==> src/rtl/mem_bus_initiator.sv <==
// ---------------------------------------------------------------------------
// mem_bus_initiator
//   Requesting end of the tagged proc2mem/mem2proc memory bus. Load and store
//   requests from one client port are queued, issued from the queue head,
//   reissued while the memory refuses them, and tracked by the memory-assigned
//   tag. Load data comes back to the client together with the client's ID.
//
// Ports
//   clock, reset            : single clock; asynchronous active-low reset
//   req_valid/req_ready     : client request handshake (enqueue on both high)
//   req_is_store/addr/data/size/id : request fields
//   proc2mem_command/addr/data/size : bus command (0 none, 1 load, 2 store)
//   mem2proc_response       : nonzero = command accepted with this tag
//   mem2proc_data/tag       : nonzero tag = load with that tag has completed
//   resp_valid/id/data      : one-cycle load response to the client
//   outstanding             : number of loads accepted and not yet completed
//   spurious_tag            : sticky protocol error flag
// ---------------------------------------------------------------------------
module mem_bus_initiator #(
   parameter int XLEN    = 32,
   parameter int DEPTH   = 4,
   parameter int MAX_OUT = 8,
   parameter int ID_W    = 3
) (
   input  logic            clock,
   input  logic            reset,
   input  logic            req_valid,
   output logic            req_ready,
   input  logic            req_is_store,
   input  logic [XLEN-1:0] req_addr,
   input  logic [63:0]     req_data,
   input  logic [1:0]      req_size,
   input  logic [ID_W-1:0] req_id,
   output logic [1:0]      proc2mem_command,
   output logic [XLEN-1:0] proc2mem_addr,
   output logic [63:0]     proc2mem_data,
   output logic [1:0]      proc2mem_size,
   input  logic [3:0]      mem2proc_response,
   input  logic [63:0]     mem2proc_data,
   input  logic [3:0]      mem2proc_tag,
   output logic            resp_valid,
   output logic [ID_W-1:0] resp_id,
   output logic [63:0]     resp_data,
   output logic [3:0]      outstanding,
   output logic            spurious_tag
);

   localparam logic [1:0] BUS_NONE  = 2'd0;
   localparam logic [1:0] BUS_LOAD  = 2'd1;
   localparam logic [1:0] BUS_STORE = 2'd2;

   localparam int               PTR_W     = $clog2(DEPTH);
   localparam int               CNT_W     = PTR_W + 1;
   localparam logic [CNT_W-1:0] DEPTH_C   = CNT_W'(DEPTH);
   localparam logic [3:0]       MAX_OUT_C = 4'(MAX_OUT);

   // ---------------- request FIFO ----------------
   logic                  r_fifo_is_store [DEPTH];
   logic [XLEN-1:0]       r_fifo_addr     [DEPTH];
   logic [63:0]           r_fifo_data     [DEPTH];
   logic [1:0]            r_fifo_size     [DEPTH];
   logic [ID_W-1:0]       r_fifo_id       [DEPTH];
   logic [PTR_W-1:0]      r_wr_ptr;
   logic [PTR_W-1:0]      r_rd_ptr;
   logic [CNT_W-1:0]      r_count;

   // ---------------- tag table / status ----------------
   logic [15:0]           r_tag_valid;
   logic [ID_W-1:0]       r_tag_id [16];
   logic [3:0]            r_outstanding;
   logic                  r_resp_valid;
   logic [ID_W-1:0]       r_resp_id;
   logic [63:0]           r_resp_data;
   logic                  r_spurious;

   logic                  w_push;
   logic                  w_fifo_empty;
   logic                  w_head_is_store;
   logic [ID_W-1:0]       w_head_id;
   logic                  w_load_blocked;
   logic                  w_issue;
   logic                  w_accept;
   logic                  w_accept_load;
   logic                  w_cpl_hit;
   logic                  w_cpl_spurious;
   logic                  w_tag_reuse;
   logic                  w_accept_dup;

   assign req_ready       = (r_count < DEPTH_C);
   assign w_push          = req_valid && req_ready;
   assign w_fifo_empty    = (r_count == '0);
   assign w_head_is_store = r_fifo_is_store[r_rd_ptr];
   assign w_head_id       = r_fifo_id[r_rd_ptr];

   // A load at the head waits while the tag budget is exhausted; a store never does.
   assign w_load_blocked  = !w_head_is_store && (r_outstanding == MAX_OUT_C);
   assign w_issue         = !w_fifo_empty && !w_load_blocked;
   assign w_accept        = w_issue && (mem2proc_response != 4'd0);
   assign w_accept_load   = w_accept && !w_head_is_store;

   assign w_cpl_hit       = (mem2proc_tag != 4'd0) &&  r_tag_valid[mem2proc_tag];
   assign w_cpl_spurious  = (mem2proc_tag != 4'd0) && !r_tag_valid[mem2proc_tag];
   // Memory may hand back a tag in the same cycle it retires it; that is legal.
   assign w_tag_reuse     = w_cpl_hit && (mem2proc_tag == mem2proc_response);
   assign w_accept_dup    = w_accept_load && r_tag_valid[mem2proc_response] && !w_tag_reuse;

   // NOTE: the FIFO storage has no reset; validity is carried by r_count alone,
   // so stale contents are never observed and the array maps onto plain RAM.
   always_ff @(posedge clock) begin
      if (w_push) begin
         r_fifo_is_store[r_wr_ptr] <= req_is_store;
         r_fifo_addr[r_wr_ptr]     <= req_addr;
         r_fifo_data[r_wr_ptr]     <= req_data;
         r_fifo_size[r_wr_ptr]     <= req_size;
         r_fifo_id[r_wr_ptr]       <= req_id;
      end
   end

   // NOTE: sequential state uses non-blocking assignments so every register
   // samples pre-edge values regardless of statement order.
   always_ff @(posedge clock or negedge reset) begin
      if (!reset) begin
         r_wr_ptr <= '0;
         r_rd_ptr <= '0;
         r_count  <= '0;
      end else begin
         if (w_push)   r_wr_ptr <= r_wr_ptr + PTR_W'(1);
         if (w_accept) r_rd_ptr <= r_rd_ptr + PTR_W'(1);
         case ({w_push, w_accept})
            2'b10:   r_count <= r_count + CNT_W'(1);
            2'b01:   r_count <= r_count - CNT_W'(1);
            default: r_count <= r_count;
         endcase
      end
   end

   // NOTE: every output gets a default before the conditional drive, so no
   // latch is inferred and an idle bus reads all zeros.
   always_comb begin
      proc2mem_command = BUS_NONE;
      proc2mem_addr    = '0;
      proc2mem_data    = '0;
      proc2mem_size    = '0;
      if (w_issue) begin
         proc2mem_command = w_head_is_store ? BUS_STORE : BUS_LOAD;
         proc2mem_addr    = r_fifo_addr[r_rd_ptr];
         proc2mem_data    = r_fifo_data[r_rd_ptr];
         proc2mem_size    = r_fifo_size[r_rd_ptr];
      end
   end

   // Completion clears first and acceptance writes second, so on a same-cycle
   // reuse of one tag the later assignment leaves the entry valid with the new ID.
   always_ff @(posedge clock or negedge reset) begin
      if (!reset) begin
         r_tag_valid <= '0;
         for (int i = 0; i < 16; i++) r_tag_id[i] <= '0;
      end else begin
         if (w_cpl_hit) r_tag_valid[mem2proc_tag] <= 1'b0;
         if (w_accept_load) begin
            r_tag_valid[mem2proc_response] <= 1'b1;
            r_tag_id[mem2proc_response]    <= w_head_id;
         end
      end
   end

   always_ff @(posedge clock or negedge reset) begin
      if (!reset) begin
         r_outstanding <= '0;
         r_resp_valid  <= 1'b0;
         r_resp_id     <= '0;
         r_resp_data   <= '0;
         r_spurious    <= 1'b0;
      end else begin
         case ({w_accept_load, w_cpl_hit})
            2'b10:   r_outstanding <= r_outstanding + 4'd1;
            2'b01:   r_outstanding <= r_outstanding - 4'd1;
            default: r_outstanding <= r_outstanding;
         endcase
         r_resp_valid <= w_cpl_hit;
         if (w_cpl_hit) begin
            r_resp_id   <= r_tag_id[mem2proc_tag];
            r_resp_data <= mem2proc_data;
         end
         if (w_cpl_spurious || w_accept_dup) r_spurious <= 1'b1;
      end
   end

   assign resp_valid   = r_resp_valid;
   assign resp_id      = r_resp_id;
   assign resp_data    = r_resp_data;
   assign outstanding  = r_outstanding;
   assign spurious_tag = r_spurious;

endmodule

==> config.mk <==
export PLATFORM = sky130hd
export DESIGN_NAME = mem_bus_initiator
export DESIGN_NICKNAME = d
export VERILOG_FILES = /design/src/rtl/mem_bus_initiator.sv
export SDC_FILE = /design/constraint.sdc
export NUM_CORES = 1
export LEC_CHECK = 0
export CORE_UTILIZATION = 50
export DETAILED_ROUTE_END_ITERATION = 6
export DONT_BUFFER_PORTS = 1
export GPL_TIMING_DRIVEN = 0
export PLACE_DENSITY = 0.62
export SLEW_MARGIN = 40
export SYNTH_ARGS = -nofsm -noshare
export SYNTH_HDL_FRONTEND = slang
export SYNTH_SLANG_ARGS = --single-unit
==> constraint.sdc <==
create_clock -name clock -period 4.7 [get_ports clock]
set_input_delay 0.705 -clock clock [delete_from_list [all_inputs] [get_ports clock]]
set_output_delay 0.705 -clock clock [all_outputs]
set_load 0.1 [all_outputs]
=== After elaboration in Yosys (flattened, before gate mapping) ===
Memory sizes are Yosys's and may differ from the RTL's.
Cells that the tools add are included.

* Reductions and logical operators: 24
* $add $sub $neg: 6
* Bitwise logic cells: 5
* $lt $le $gt $ge: 8
* Muxes and demuxes: 25
* Eq/ne operators: 6

{| class="wikitable"
|+ Operator list
! kind !! number
|-
| two-way mux 64 bit || 1
|-
| bitwise mux 48 bit || 1
|-
| two-way mux 16 bit || 2
|-
| two-way mux 32 bit || 1
|-
| bitwise AND 16 bit || 1
|-
| NOT 16 bit || 1
|-
| OR 16 bit || 1
|-
| logical AND 1 bit || 13
|-
| binary-select mux 3 bit (select 4 bit) || 1
|-
| demux 3 bit (select 4 bit) || 1
|-
| >= comparator 5 bit (second input constant) || 2
|-
| less-than comparator 4 x 5 -> 1 bit (second input constant) || 2
|-
| NOT 4 -> 5 bit || 2
|-
| two-way mux 3 bit || 3
|-
| binary-select mux 1 bit (select 4 bit) || 2
|-
| demux 1 bit (select 4 bit) || 2
|-
| >= comparator 4 x 1 -> 1 bit (second input constant) || 2
|-
| case mux 4 bit (2 select lines) || 1
|-
| nonzero test 4 bit || 2
|-
| two-way mux 1 bit || 6
|-
| two-way mux 2 bit || 3
|-
| case mux 3 bit (2 select lines) || 1
|-
| zero test 1 bit || 5
|-
| less-than comparator 5 x 1 -> 1 bit (second input constant) || 1
|-
| 13 further kinds || 17
|}

* Bits in writable memories: 408
* Input bits: 177
* Register bits after elaboration: 144
* Output and inout bits: 174
* Memories: 5

{| class="wikitable"
|+ Memory list
! name !! depth !! width !! rd ports !! clocked after Yosys merged registers in !! wr ports !! RTL line !! RTL
|-
| r_fifo_data || 4 || 64 || 1 || 0 || 1 || 60 || <nowiki>logic [63:0] r_fifo_data [DEPTH];</nowiki>
|-
| r_fifo_addr || 4 || 32 || 1 || 0 || 1 || 59 || <nowiki>logic [XLEN-1:0] r_fifo_addr [DEPTH];</nowiki>
|-
| r_fifo_id || 4 || 3 || 1 || 0 || 1 || 62 || <nowiki>logic [ID_W-1:0] r_fifo_id [DEPTH];</nowiki>
|-
| r_fifo_size || 4 || 2 || 1 || 0 || 1 || 61 || <nowiki>logic [1:0] r_fifo_size [DEPTH];</nowiki>
|-
| r_fifo_is_store || 4 || 1 || 1 || 0 || 1 || 58 || <nowiki>logic r_fifo_is_store [DEPTH];</nowiki>
|}

=== Longest topological paths before layout ===
Gate-level depths: netlist of the first run.
An unclocked memory read counts as a cell.

* Depth after elaboration: 10
* Depth in mapped cells: 13
* Gate-level depth less buffers: 11

=== Least setup slack after synthesis of the first run ===
No wires, ideal clock.

* Path kind: input port to flip-flop
* Start: input port req_valid
* End: memory r_fifo_addr[0][0], enable pin
* Cell stages on the path: 3
* Buffers on the path: 1
* Path slack: 0.794 ns
* Library setup time: 0.472 ns
* Arrival time: 3.434 ns
* Path through: nor2b_1 clkbuf_1 and2_1

* Cells in the longest elaborated chain, start to end: 3

{| class="wikitable"
|+ Ends and longest elaborated chain
! element !! RTL line !! RTL
|-
| from (decl) || 27 || <nowiki>input logic req_valid,</nowiki>
|-
| logical AND 1 bit || 90 || <nowiki>assign w_push = req_valid && req_ready;</nowiki>
|-
| two-way mux 1 bit || 110 || <nowiki>if (w_push) begin</nowiki>
|-
| two-way mux 1 bit (not written as such) || 112 || <nowiki>r_fifo_addr[r_wr_ptr] <= req_addr;</nowiki>
|-
| to (decl) || 59 ||
|}

No other way between the ends.

=== Final worst setup path of the first run ===
* Start: register r_outstanding[1], in the netlist outstanding[1]
* End: output port proc2mem_data[50]

* Cells in the longest elaborated chain, start to end: 5

{| class="wikitable"
|+ Ends and longest elaborated chain
! element !! RTL line !! RTL
|-
| from (decl) || 70 || <nowiki>logic [3:0] r_outstanding;</nowiki>
|-
| from (signal assigned) || 176 || <nowiki>2'b10: r_outstanding <= r_outstanding + 4'd1;</nowiki>
|-
| from (signal assigned) || 177 || <nowiki>2'b01: r_outstanding <= r_outstanding - 4'd1;</nowiki>
|-
| from (signal assigned) || 178 || <nowiki>default: r_outstanding <= r_outstanding;</nowiki>
|-
| == test 4 bit || 96 || <nowiki>assign w_load_blocked = !w_head_is_store && (r_outstanding == MAX_OUT_C);</nowiki>
|-
| logical AND 1 bit || 96 ||
|-
| zero test 1 bit || 97 || <nowiki>assign w_issue = !w_fifo_empty && !w_load_blocked;</nowiki>
|-
| logical AND 1 bit || 97 ||
|-
| two-way mux 64 bit || 144 || <nowiki>if (w_issue) begin</nowiki>
|-
| to (decl) || 36 || <nowiki>output logic [63:0] proc2mem_data,</nowiki>
|}

No other way between the ends.

==> results.sh, run 1 <==
export IMPL_hold_viol=0
export IMPL_ys_warn_count=0
export IMPL_hold_class="input port to async pin"
export IMPL_max_slew_margin_pct=39.94
export IMPL_core_area_um2=43360
export IMPL_die_y_um=212.5
export IMPL_clk_pin_slew_ns=0.06
export IMPL_endpoint_kind="primary output"
export IMPL_overflow=0
export IMPL_crit_buf_inv=2
export IMPL_dr_total_vias=10080
export IMPL_port_buffers=0
export IMPL_fin_skew_ns=0.02451
export IMPL_grt_first_pass_wirelength_um=67340
export IMPL_cts_tree="built"
export IMPL_fmax_ghz=0.2282
export IMPL_cp_slowest_stage_delay_ns=0.76
export IMPL_grtUsageTotal_pct=20.38
export IMPL_rsz0062_at_grt="no"
export IMPL_areaGrowthSynthToFinish_pct=16.20
export IMPL_critPathLaunchType="flip-flop"
export IMPL_place_congestion=0.7849
export IMPL_diodes=0
export IMPL_antenna_found_initial=0
export IMPL_synthMostInstantiatedCell="edfxtp_1"
export IMPL_htree_levels=2
export IMPL_antenna_left=0
export IMPL_wire_per_inst_um=25.73
export IMPL_grt_max_degree=145
export IMPL_yosys_area_top_type_share_pct=55.31
export IMPL_clk_latency_ns=0.63
export IMPL_dr_pass1_iters=4
export IMPL_drt_iter0_markers=751
export IMPL_row_count=76
export IMPL_critPathArrivalTime_ns=3.68
export IMPL_cts_buffers=55
export IMPL_synth_nets=1267
export IMPL_period_needed_ns=4.382
export IMPL_drv_cap=0
export IMPL_tightest_slew_ns=0.9009
export IMPL_cp_slowest_cell="or4b_1"
export IMPL_grt_pass1_vias=10710
export IMPL_status="finished, final reports clean"
export IMPL_synth_common_cells="edfxtp_1, dfrtp_1, mux4_2, nor2b_1, mux2_4"
export IMPL_avgSynthCellArea_um2=20.47
export IMPL_synthTopCellsByArea="edfxtp_1, dfrtp_1, mux4_2"
export IMPL_nets=1337
export IMPL_synth_edf_count=408
export IMPL_ys_async_sr_fraction_pct=26.09
export IMPL_clock_sinks=552
export IMPL_clock_path_buffers=3
export IMPL_crit_type="flip-flop to primary output"
export IMPL_seq_area_frac_synth_pct=71.58
export IMPL_finalMaxSlewViolations=0
export IMPL_r2r_end="outstanding[2]$_DFFE_PN0P_"
export IMPL_post_cts_buffers=0
export IMPL_vias_per_cell=5.668
export IMPL_pin_count=351
export IMPL_synthFlopType="edfxtp_1"
export IMPL_finish_utilization_pct=59.36
export IMPL_clock_root_buffer="clkbuf_16"
export IMPL_drcViolationCount=0
export IMPL_fillers=3135
export IMPL_cpLargestDelayFamily="simple AND/OR/NAND/NOR gates"
export IMPL_synth_cell_types=54
export IMPL_fin_crit_sh_pct=93.24
export IMPL_worstPathRequired_ns=3.99
export IMPL_dieArea_um2=45150
export IMPL_dp_hpwl_um=30290
export IMPL_synth_cells=1082
export IMPL_path_cells="or4b_1, o21bai_4, clkbuf_2, clkbuf_4, nor2b_4"
export IMPL_r2r_setup_slack_ns=1.04
export IMPL_cp_max_fo=10
export IMPL_reg2reg_depth=12
export IMPL_syn_area_um2=22150
export IMPL_synth_seq_cells=552
export IMPL_yosys_area_top_type="edfxtp_1"
export IMPL_wirelength_um=45780
export IMPL_dieWidth_um=212.5
export IMPL_setup_viol=0
export IMPL_hold_slack_ns=0.08835
export IMPL_rr_startpoint="outstanding[1]$_DFFE_PN0P_"
export IMPL_drive_gt1_share_pct=45.98
export IMPL_initial_utilization_pct=51.08
layout make-up:
cell class | count | area [um2] | area share, %
Timing Repair Buffer | 13 | 267.8 | 1.040
Multi-Input combinational cell | 463 | 6673 | 25.92
Sequential cell | 552 | 15940 | 61.93
Buffer | 58 | 341.6 | 1.327
Clock inverter | 24 | 201.4 | 0.7826
Clock buffer | 75 | 1544 | 5.998
Tap cell | 585 | 732.0 | 2.844
Inverter | 9 | 38.79 | 0.1507
per-stage QoR:
step,instances,area [um2],TNS (ns),setup slack (ns)
after floorplan,1082,22150,0,0.7935
after global routing,1779,25740,0,0.1930
after global placement,1667,22880,-550.36,-1.430
final,1779,25740,0,0.3176
after CTS,1779,25710,0,0.1338
after detailed placement,1679,23920,0,0.3455
timing repair:
action / CTS / global route
hold buffers: 1 / 0
resized for setup: 2 / 0
hold endpoints to repair: 144 / 0
endpoints found under the setup margin: 10 / 0
worst reg2reg max path: stages (launching register included):
cell     delay, ns
dfrtp_2       0.64
or4b_1        0.76
nor3b_2       0.25
buf_6         0.25
and2_4        0.21
inv_2         0.06
ha_1          0.27
xor2_1        0.18
ha_1          0.20
or3b_2        0.44
o31a_1        0.11
nand3_1       0.09
xor2_1        0.14
registers in the layout, indices dropped and copies added, names as in the netlist, 3 cells and up:
name / flops
r_tag_valid: 16
r_fifo_addr: 128
r_count: 3
r_fifo_is_store: 4
resp_id: 3
outstanding: 4
r_fifo_size: 8
r_fifo_data: 256
r_tag_id: 48
resp_data: 64
r_fifo_id: 12
layout by cell type, fill, tap and decap left out, drive strengths merged, types with 7 or more instances in the layout:
master,instances
o21ai,19
nor2b,100
inv,10
ha,7
nand2,26
mux4,126
buf,42
dfrtp,144
xor2,7
clkinv,21
clkbuf,104
xnor2,7
nor2,9
edfxtp,408
mux2,113
per-layer routing:
layer / wire length [um] / vias up / global-route usage [%]
met1: 18580 / 5297 / 26.42
met3: 4011 / 65 / 6.839
met4: 939 / 0 / 6.400
met2: 22250 / 328 / 32.56
li1: - / 4393 / -
met5: 0 / - / 0
cell families (layout without fill, tap and decap cells):
| logic type | count (synthesis) | count (layout) | synth area share (%) |
|---|---|---|---|
| AOI/OAI and AO/OA | 29 | 29 | 0.8303 |
| xor gates and xnor gates | 14 | 14 | 0.5536 |
| adders and majority gates | 8 | 8 | 0.4858 |
| buffers and inverters | 67 | 179 | 1.649 |
| DFF | 552 | 552 | 71.58 |
| muxes | 241 | 241 | 20.03 |
| and+or+nand+nor | 171 | 171 | 4.869 |
how the worst max path moves through the flow:
stage / from / end / slack [ns] / cells after the start
2_1_floorplan: req_valid / r_fifo_addr[0][0]$_DFFE_PP_ / 0.79 / 3
4_1_cts: outstanding[1]$_DFFE_PN0P_ / proc2mem_addr[15] / 0.13 / 5
3_3_place_gp: req_valid / r_fifo_addr[1][6]$_DFFE_PP_ / -1.43 / 3
5_1_grt: outstanding[1]$_DFFE_PN0P_ / proc2mem_data[50] / 0.19 / 5
3_5_place_dp: outstanding[1]$_DFFE_PN0P_ / proc2mem_addr[15] / 0.35 / 5
6_report: outstanding[1]$_DFFE_PN0P_ / proc2mem_data[50] / 0.32 / 5
Power of run 1 is left out: the tool's default activity adds up to more than one toggle a clock period on the data nets, which glitch-free logic cannot reach.
==> run 2, diff against run 1 <==
- CORE_ASPECT_RATIO: unset -> 1.4
==> results.sh, run 2 (synthesis gave the netlist of run 1 again) <==
export IMPL_status="complete, but fails checks"
export IMPL_violations="design-rule violations"
export IMPL_finalMaxSlewViolations=0
export IMPL_place_congestion=0.8290
export IMPL_dr_pass1_iters=7
export IMPL_final_cell_mix="edfxtp_1, mux4_2, nor2b_4"
export IMPL_layout_commonest_cell="edfxtp_1"
export IMPL_fmax_ghz=0.2222
export IMPL_pin_count=351
export IMPL_port_buffers=0
export IMPL_post_cts_buffers=0
export IMPL_setup_viol=0
export IMPL_fin_crit_sh_pct=95.74
export IMPL_vias_per_cell=5.743
export IMPL_dieWidth_um=179.9
export IMPL_critPathLaunchType="flip-flop"
export IMPL_grtUsageTotal_pct=19.90
export IMPL_grt_max_degree=145
export IMPL_clock_path_buffers=3
export IMPL_initial_utilization_pct=51.09
export IMPL_cts_tree="built"
export IMPL_critPathArrivalTime_ns=3.79
export IMPL_drv_cap=0
export IMPL_cp_max_fo=10
export IMPL_crit_type="flip-flop to primary output"
export IMPL_wirelength_um=44150
export IMPL_areaGrowthSynthToFinish_pct=16.24
export IMPL_rsz0062_at_grt="no"
export IMPL_largest_register="r_fifo_data"
export IMPL_diodes=0
export IMPL_dieArea_um2=45160
export IMPL_max_slew_margin_pct=40.49
export IMPL_dr_total_vias=10030
export IMPL_clk_latency_ns=0.59
export IMPL_worstPathRequired_ns=3.99
export IMPL_clk_pin_slew_ns=0.06
export IMPL_antenna_found_initial=0
export IMPL_row_count=90
export IMPL_r2r_setup_slack_ns=1.02
export IMPL_core_area_um2=43350
export IMPL_dp_hpwl_um=30190
export IMPL_overflow=0
export IMPL_r2r_end="outstanding[2]$_DFFE_PN0P_"
export IMPL_clock_root_buffer="clkbuf_16"
export IMPL_clock_sinks=552
export IMPL_die_y_um=251.0
export IMPL_reg2reg_depth=12
export IMPL_tightest_slew_ns=0.8858
export IMPL_drt_iter0_markers=556
export IMPL_antenna_left=0
export IMPL_htree_levels=2
export IMPL_setup_slack_ns=0.2003
export IMPL_largest_register_ffs=256
export IMPL_hold_viol=0
export IMPL_nets=1336
export IMPL_fin_skew_ns=0.01389
export IMPL_grt_pass1_vias=10810
export IMPL_period_needed_ns=4.500
export IMPL_drcViolationCount=32
export IMPL_wire_per_inst_um=25.28
export IMPL_drive_gt1_share_pct=45.56
export IMPL_place_ws_ns=0.4879
export IMPL_grt_first_pass_wirelength_um=66950
export IMPL_endpoint_kind="primary output"
export IMPL_hold_class="input port to async pin"
export IMPL_cts_buffers=52
export IMPL_rr_startpoint="outstanding[1]$_DFFE_PN0P_"
==> run 2: how the worst max path moves through the flow <==
stage | from | end | slack, ns | cells past startpoint
finish | outstanding[1]$_DFFE_PN0P_ | proc2mem_data[36] | 0.20 | 5
global route | outstanding[1]$_DFFE_PN0P_ | proc2mem_addr[24] | 0.007 | 5
floorplan | req_valid | r_fifo_addr[0][0]$_DFFE_PP_ | 0.79 | 3
global placement | req_valid | r_fifo_addr[0][10]$_DFFE_PP_ | -1.38 | 3
CTS | outstanding[1]$_DFFE_PN0P_ | proc2mem_addr[15] | 0.07 | 5
detailed placement | outstanding[1]$_DFFE_PN0P_ | proc2mem_addr[15] | 0.49 | 5
==> run 2: layout make-up <==
class	count	area, um2
flip-flops and latches	552	15930
clock buffers	64	1376
repair buffers	15	299.0
plain buffers	58	339.1
multi-input cells	463	6673
well taps	552	690.7
clock inverters	33	407.9
fillers	3114	17600
inverters	9	38.79
==> run 2: critical path: stages, from the launching register on <==
cell	delay, ns
dfrtp_2	0.64
or4b_1	0.74
o21bai_4	0.46
clkbuf_2	0.50
clkbuf_2	0.58
nor2b_4	0.27
==> run 2: repair_timing <==
| item | 4_1_cts | 5_1_grt |
|---|---|---|
| endpoints found under the hold margin | 144 | 0 |
| endpoints found under the setup margin | 10 | 0 |
| hold buffers | 1 | 0 |
| gates resized for setup | 1 | 0 |
==> run 2: through the flow <==
step	instance area [um2]	util [%]	instances	setup TNS (ns)	hold WS, ns
global route	25750	59.39	1746	0	0.1664
finish	25750	59.39	1746	0	0.1439
global placement	22840	52.69	1634	-542.86	0.4125
CTS	25720	59.32	1746	0	0.1481
floorplan	22150	-	1082	0	0.4094
detailed placement	23900	55.13	1648	0	0.4123
==> run 2: metal layers <==
layer,track usage (%),part of all wire (%)
met1,22.50,35
met2,34.95,52
met3,7.417,9.5
met4,6.010,2.7
met5,0,0
Power of run 2 is left out for the same reason.
==> run 3, diff against run 2 <==
- PLACE_DENSITY: 0.62 -> 0.67
- TNS_END_PERCENT: unset -> 1
==> results.sh, run 3 (synthesis gave the netlist of run 1 again) <==
export IMPL_status="complete, but fails checks"
export IMPL_violations="design-rule violations"
export IMPL_clock_path_buffers=3
export IMPL_final_cell_mix="edfxtp_1, mux4_2, nor2b_4"
export IMPL_vias_per_cell=5.725
export IMPL_cts_buffers=52
export IMPL_wl_met3_um=4381
export IMPL_htree_levels=2
export IMPL_drive_gt1_share_pct=45.13
export IMPL_placed_area_um2=24010
export IMPL_critPathArrivalTime_ns=3.82
export IMPL_overflow=0
export IMPL_period_needed_ns=4.526
export IMPL_clk_pin_slew_ns=0.06
export IMPL_max_slew_margin_pct=40.17
export IMPL_initial_utilization_pct=51.09
export IMPL_grt_pass1_vias=10950
export IMPL_cp_max_fo=10
export IMPL_top_layer="met4"
export IMPL_grt_max_degree=145
export IMPL_design_area_um2=25710
export IMPL_path_cells="or4b_1, o21bai_4, clkbuf_2, clkbuf_2, nor2b_4"
export IMPL_largest_register="r_fifo_data"
export IMPL_drv_cap=0
export IMPL_grt_first_pass_wirelength_um=67720
export IMPL_tightest_slew_ns=0.8974
export IMPL_finish_utilization_pct=59.30
export IMPL_antenna_left=0
export IMPL_cp_slowest_stage_delay_ns=0.75
export IMPL_die_y_um=251.0
export IMPL_rsz0062_at_grt="no"
export IMPL_wirelength_um=44740
export IMPL_clock_sinks=552
export IMPL_worstPathRequired_ns=3.99
export IMPL_dieArea_um2=45160
export IMPL_setup_viol=0
export IMPL_wire_per_inst_um=25.49
export IMPL_endpoint_kind="primary output"
export IMPL_core_area_um2=43350
export IMPL_dieWidth_um=179.9
export IMPL_clk_latency_ns=0.60
export IMPL_drcViolationCount=36
export IMPL_fin_crit_sh_pct=96.30
export IMPL_finalSetupTns_ns=0
export IMPL_wl_met1_um=15860
export IMPL_hold_viol=0
export IMPL_clock_root_buffer="clkbuf_16"
export IMPL_fmax_ghz=0.2209
export IMPL_grtUsageTotal_pct=20.24
export IMPL_finalMaxSlewViolations=0
export IMPL_port_buffers=0
export IMPL_dr_pass1_iters=6
export IMPL_row_count=90
export IMPL_hold_slack_ns=0.1135
export IMPL_path_common_cell="clkbuf_2"
export IMPL_pin_count=351
export IMPL_areaGrowthSynthToFinish_pct=16.06
export IMPL_cts_tree="built"
export IMPL_critPathLaunchType="flip-flop"
export IMPL_hold_class="input port to async pin"
export IMPL_fin_skew_ns=0.01955
export IMPL_met2_length_um=22770
export IMPL_largest_register_ffs=256
export IMPL_drt_iter0_markers=639
export IMPL_dp_hpwl_um=30050
export IMPL_nets=1343
export IMPL_layout_commonest_cell="edfxtp_1"
export IMPL_dr_total_vias=10050
export IMPL_antenna_found_initial=2
export IMPL_place_congestion=0.8435
export IMPL_crit_type="flip-flop to primary output"
export IMPL_cp_slowest_cell="or4b_1"
run 3: changes by cell type in the layout (fill, tap and decap cells not counted), moves of 3 or more:
cell and change:
clkbuf_8 -3, buf_1 +4, clkinvlp_4 -5, clkinv_1 +5, bufinv_16 -4, clkinv_2 +3
buf_16 +3
run 3: area by class of cell:
cell class	count	area, um2
clock inverter	32	287.8
inverter	9	38.79
timing repair buffer	22	396.6
tap	552	690.7
sequential	552	15930
antenna	2	5.005
fill	3036	17640
clock buffer	65	1350
multi-input combinational	463	6673
buffer	58	341.6
run 3: worst paths after layout:
check,from,cells past startpoint,end,slack (ns)
worst max-delay path,outstanding[1]$_DFFE_PN0P_,5,proc2mem_addr[28],0.17
worst min-delay path,reset,1,resp_data[62]$_DFFE_PN0P_,0.11
worst max register to register,outstanding[1]$_DFFE_PN0P_,12,outstanding[2]$_DFFE_PN0P_,1.02
worst min register to register,r_tag_id[45]$_DFFE_PN0P_,1,r_tag_id[45]$_DFFE_PN0P_,0.46
max in group asynchronous,reset,1,resp_data[40]$_DFFE_PN0P_,4.03
min in group clock,req_data[23],0,r_fifo_data[0][23]$_DFFE_PP_,0.20
run 3: per-layer routing:
layer | GRT usage [%] | vias to the layer above
li1 | - | 4399
met1 | 22.45 | 5199
met2 | 34.40 | 367
met3 | 7.924 | 82
met4 | 9.113 | 0
met5 | 0 | -
run 3: what timing repair did:
item                      CTS  global route
setup buffers               0             0
hold endpoints to repair  144             0
hold buffers                1             0
resized for setup           0             0
run 3: worst max-delay path, delay by kind of cell, from the launching register on:
family / cells / cell delay [ns]
buffers and inverters: 2 / 1.04
AND/OR/NAND/NOR: 2 / 1.03
flip-flops: 1 / 0.64
AO/OA/AOI/OAI: 1 / 0.49
run 3: metrics by stage:
stage                     setup slack (ns)  std cells
after global placement              -1.324       1634
after global routing               0.01330       1755
after CTS                          0.05357       1753
final                               0.1740       1755
after detailed placement            0.7082       1655
after floorplan                     0.7935       1082
Power of run 3 is left out for the same reason.
==> edit, RTL diff (config.mk and constraints of run 2) <==
The parameter `XLEN` goes from 32 to 16.
--- a/src/rtl/mem_bus_initiator.sv
+++ b/src/rtl/mem_bus_initiator.sv
@@ -17,7 +17,7 @@
 //   spurious_tag            : sticky protocol error flag
 // ---------------------------------------------------------------------------
 module mem_bus_initiator #(
-   parameter int XLEN    = 32,
+   parameter int XLEN    = 16,
    parameter int DEPTH   = 4,
    parameter int MAX_OUT = 8,
    parameter int ID_W    = 3
Interface: changed (resized proc2mem_addr and req_addr); port bits go from 351 to 319. No check against the original RTL was run, so the function may have changed too.
==> edit against run 2 <==
- sequential cell count decreased by 64
- die area decreased by 12%
- final area decreased by 12%
- setup slack improved by 0.39 ns
- synthesized area decreased by 12%
- routed wire length decreased by 9.2%
- critical path type unchanged
- highest routed layer unchanged
Power is left out: the tool's default activity adds up to more than one toggle a clock period on the data nets, which glitch-free logic cannot reach.
==> edit: results (changes against run 2) <==
Logic synthesis
  – Fraction of the mapped netlist area in compound gates: 0.01138 (+0.003079)
  – Synth top area cells: edfxtp_1, dfrtp_1, mux4_2
  – Synth unique cells: 53 (-1.9%)
  – XOR/XNOR Fraction of Synth Area: 0.006302 (+0.0007668)
  – Sequential share of the synthesized area: 0.7161 (about the same)
  – Post-synthesis mux area share: 0.1543 (-0.04607)
  – Synth Area in Adders: 0.005531 (+0.0006729)
  – Post-synthesis async set-or-reset flop share: 0.2951 (+0.03421)
  – Syn Nets: 1308 (+3.2%)
  – EDFF count, synth: 344 (-16%)
  – Mapped Avg Cell Area: 17.08 sq um (-17%)
  – Most frequent cells after synthesis: edfxtp_1, nand2_1, dfrtp_1

GRT
  – Initial antenna violation count: 1 (+1)
  – GRT Overall Usage: 0.2066 (+0.007626)
  – First-pass GRT wire length: 61.67 mm (-7.9%)
  – Vias in the first global route: 10419 (-3.6%)

Layout
  – Top reg by flops: r_fifo_data
  – Final net count: 1367 (+2.3%)
  – Ant diodes: 0 (unchanged)
  – # fillers: 2848 (-8.5%)
  – Final instance area: 22620 sq um (-12%)
  – Layout cell share with drive strength beyond 1: 0.3514 (-0.1042)

Place
  – DP HPWL: 27.01 mm (-11%)
  – Placer Congestion: 0.8075 (-2.6%)
  – Placed Instances: 1672 (+1.5%)
  – Dpl cell area: 21020 sq um (-12%)
  – Pre-CTS setup slack: 0.4804 ns (-0.007516 ns)

Clock network
  – Post-CTS setup buffer count: 0 (unchanged)
  – CTS Buf Count: 45 (-13%)
  – Clock Latency Late Sink: 0.57 ns (-0.02 ns)
  – CTS resizes: 0 (-1)

Routing
  – Via density per instance: 5.524 (-3.8%)
  – Via count: 9706 (-3.2%)
  – DR iter-0 viols: 650 (+17%)
  – Final WL: 40.09 mm (-9.2%)
  – Drt pass-1 iters: 5 (-2)

STA
  – Slew margin rel.: 0.4030 (-0.001949)
  – Fin worst setup slack: 0.5940 ns (+0.3936 ns)
  – Worst hold margin: 0.1073 ns (-0.03657 ns)
  – Clock Skew: 0.02159 ns (+0.007703 ns)

Setup path
  – Largest stage delay on the critical path: 0.65 ns (-0.09 ns)
  – Slowest-stage cell, CP: or4b_1
  – Crit path DAT: 3.40 ns (-0.39 ns)
  – Register-to-register setup slack: 1.08 ns (+0.06 ns)
  – Critical path endpoint: proc2mem_data[11]

Status
  – Status: completed
[edit: cell count changes in the layout (fill, tap and decap cells not counted), sizes merged, moves of 3 or more]
cell      delta
buf          -3
nor2b        -8
nand2      +200
mux2        -66
clkbuf       +4
clkinvlp     -6
and2b        -3
mux4        -18
edfxtp      -64
[edit: metal layers]
layer,global-route usage,up-vias,wire (microns)
li1,-,4330,-
met1,0.2301,5007,14160
met2,0.3691,300,21490
met3,0.06927,69,3411
met4,0.06529,0,1025
met5,0,-,0
[edit: area by class of cell]
class | count | share of cell area
clock buffers | 62 | 0.05530
multi-input cells | 575 | 0.2566
inverters | 12 | 0.001991
well taps | 522 | 0.02887
plain buffers | 64 | 0.01421
flip-flops and latches | 488 | 0.6195
repair buffers | 12 | 0.01089
clock inverters | 22 | 0.01266
[edit: what timing repair did]
| action | in CTS | in global routing |
|---|---|---|
| setup endpoints to repair | 0 | 0 |
| hold endpoints to repair | 144 | 0 |
| hold buffers | 1 | 0 |
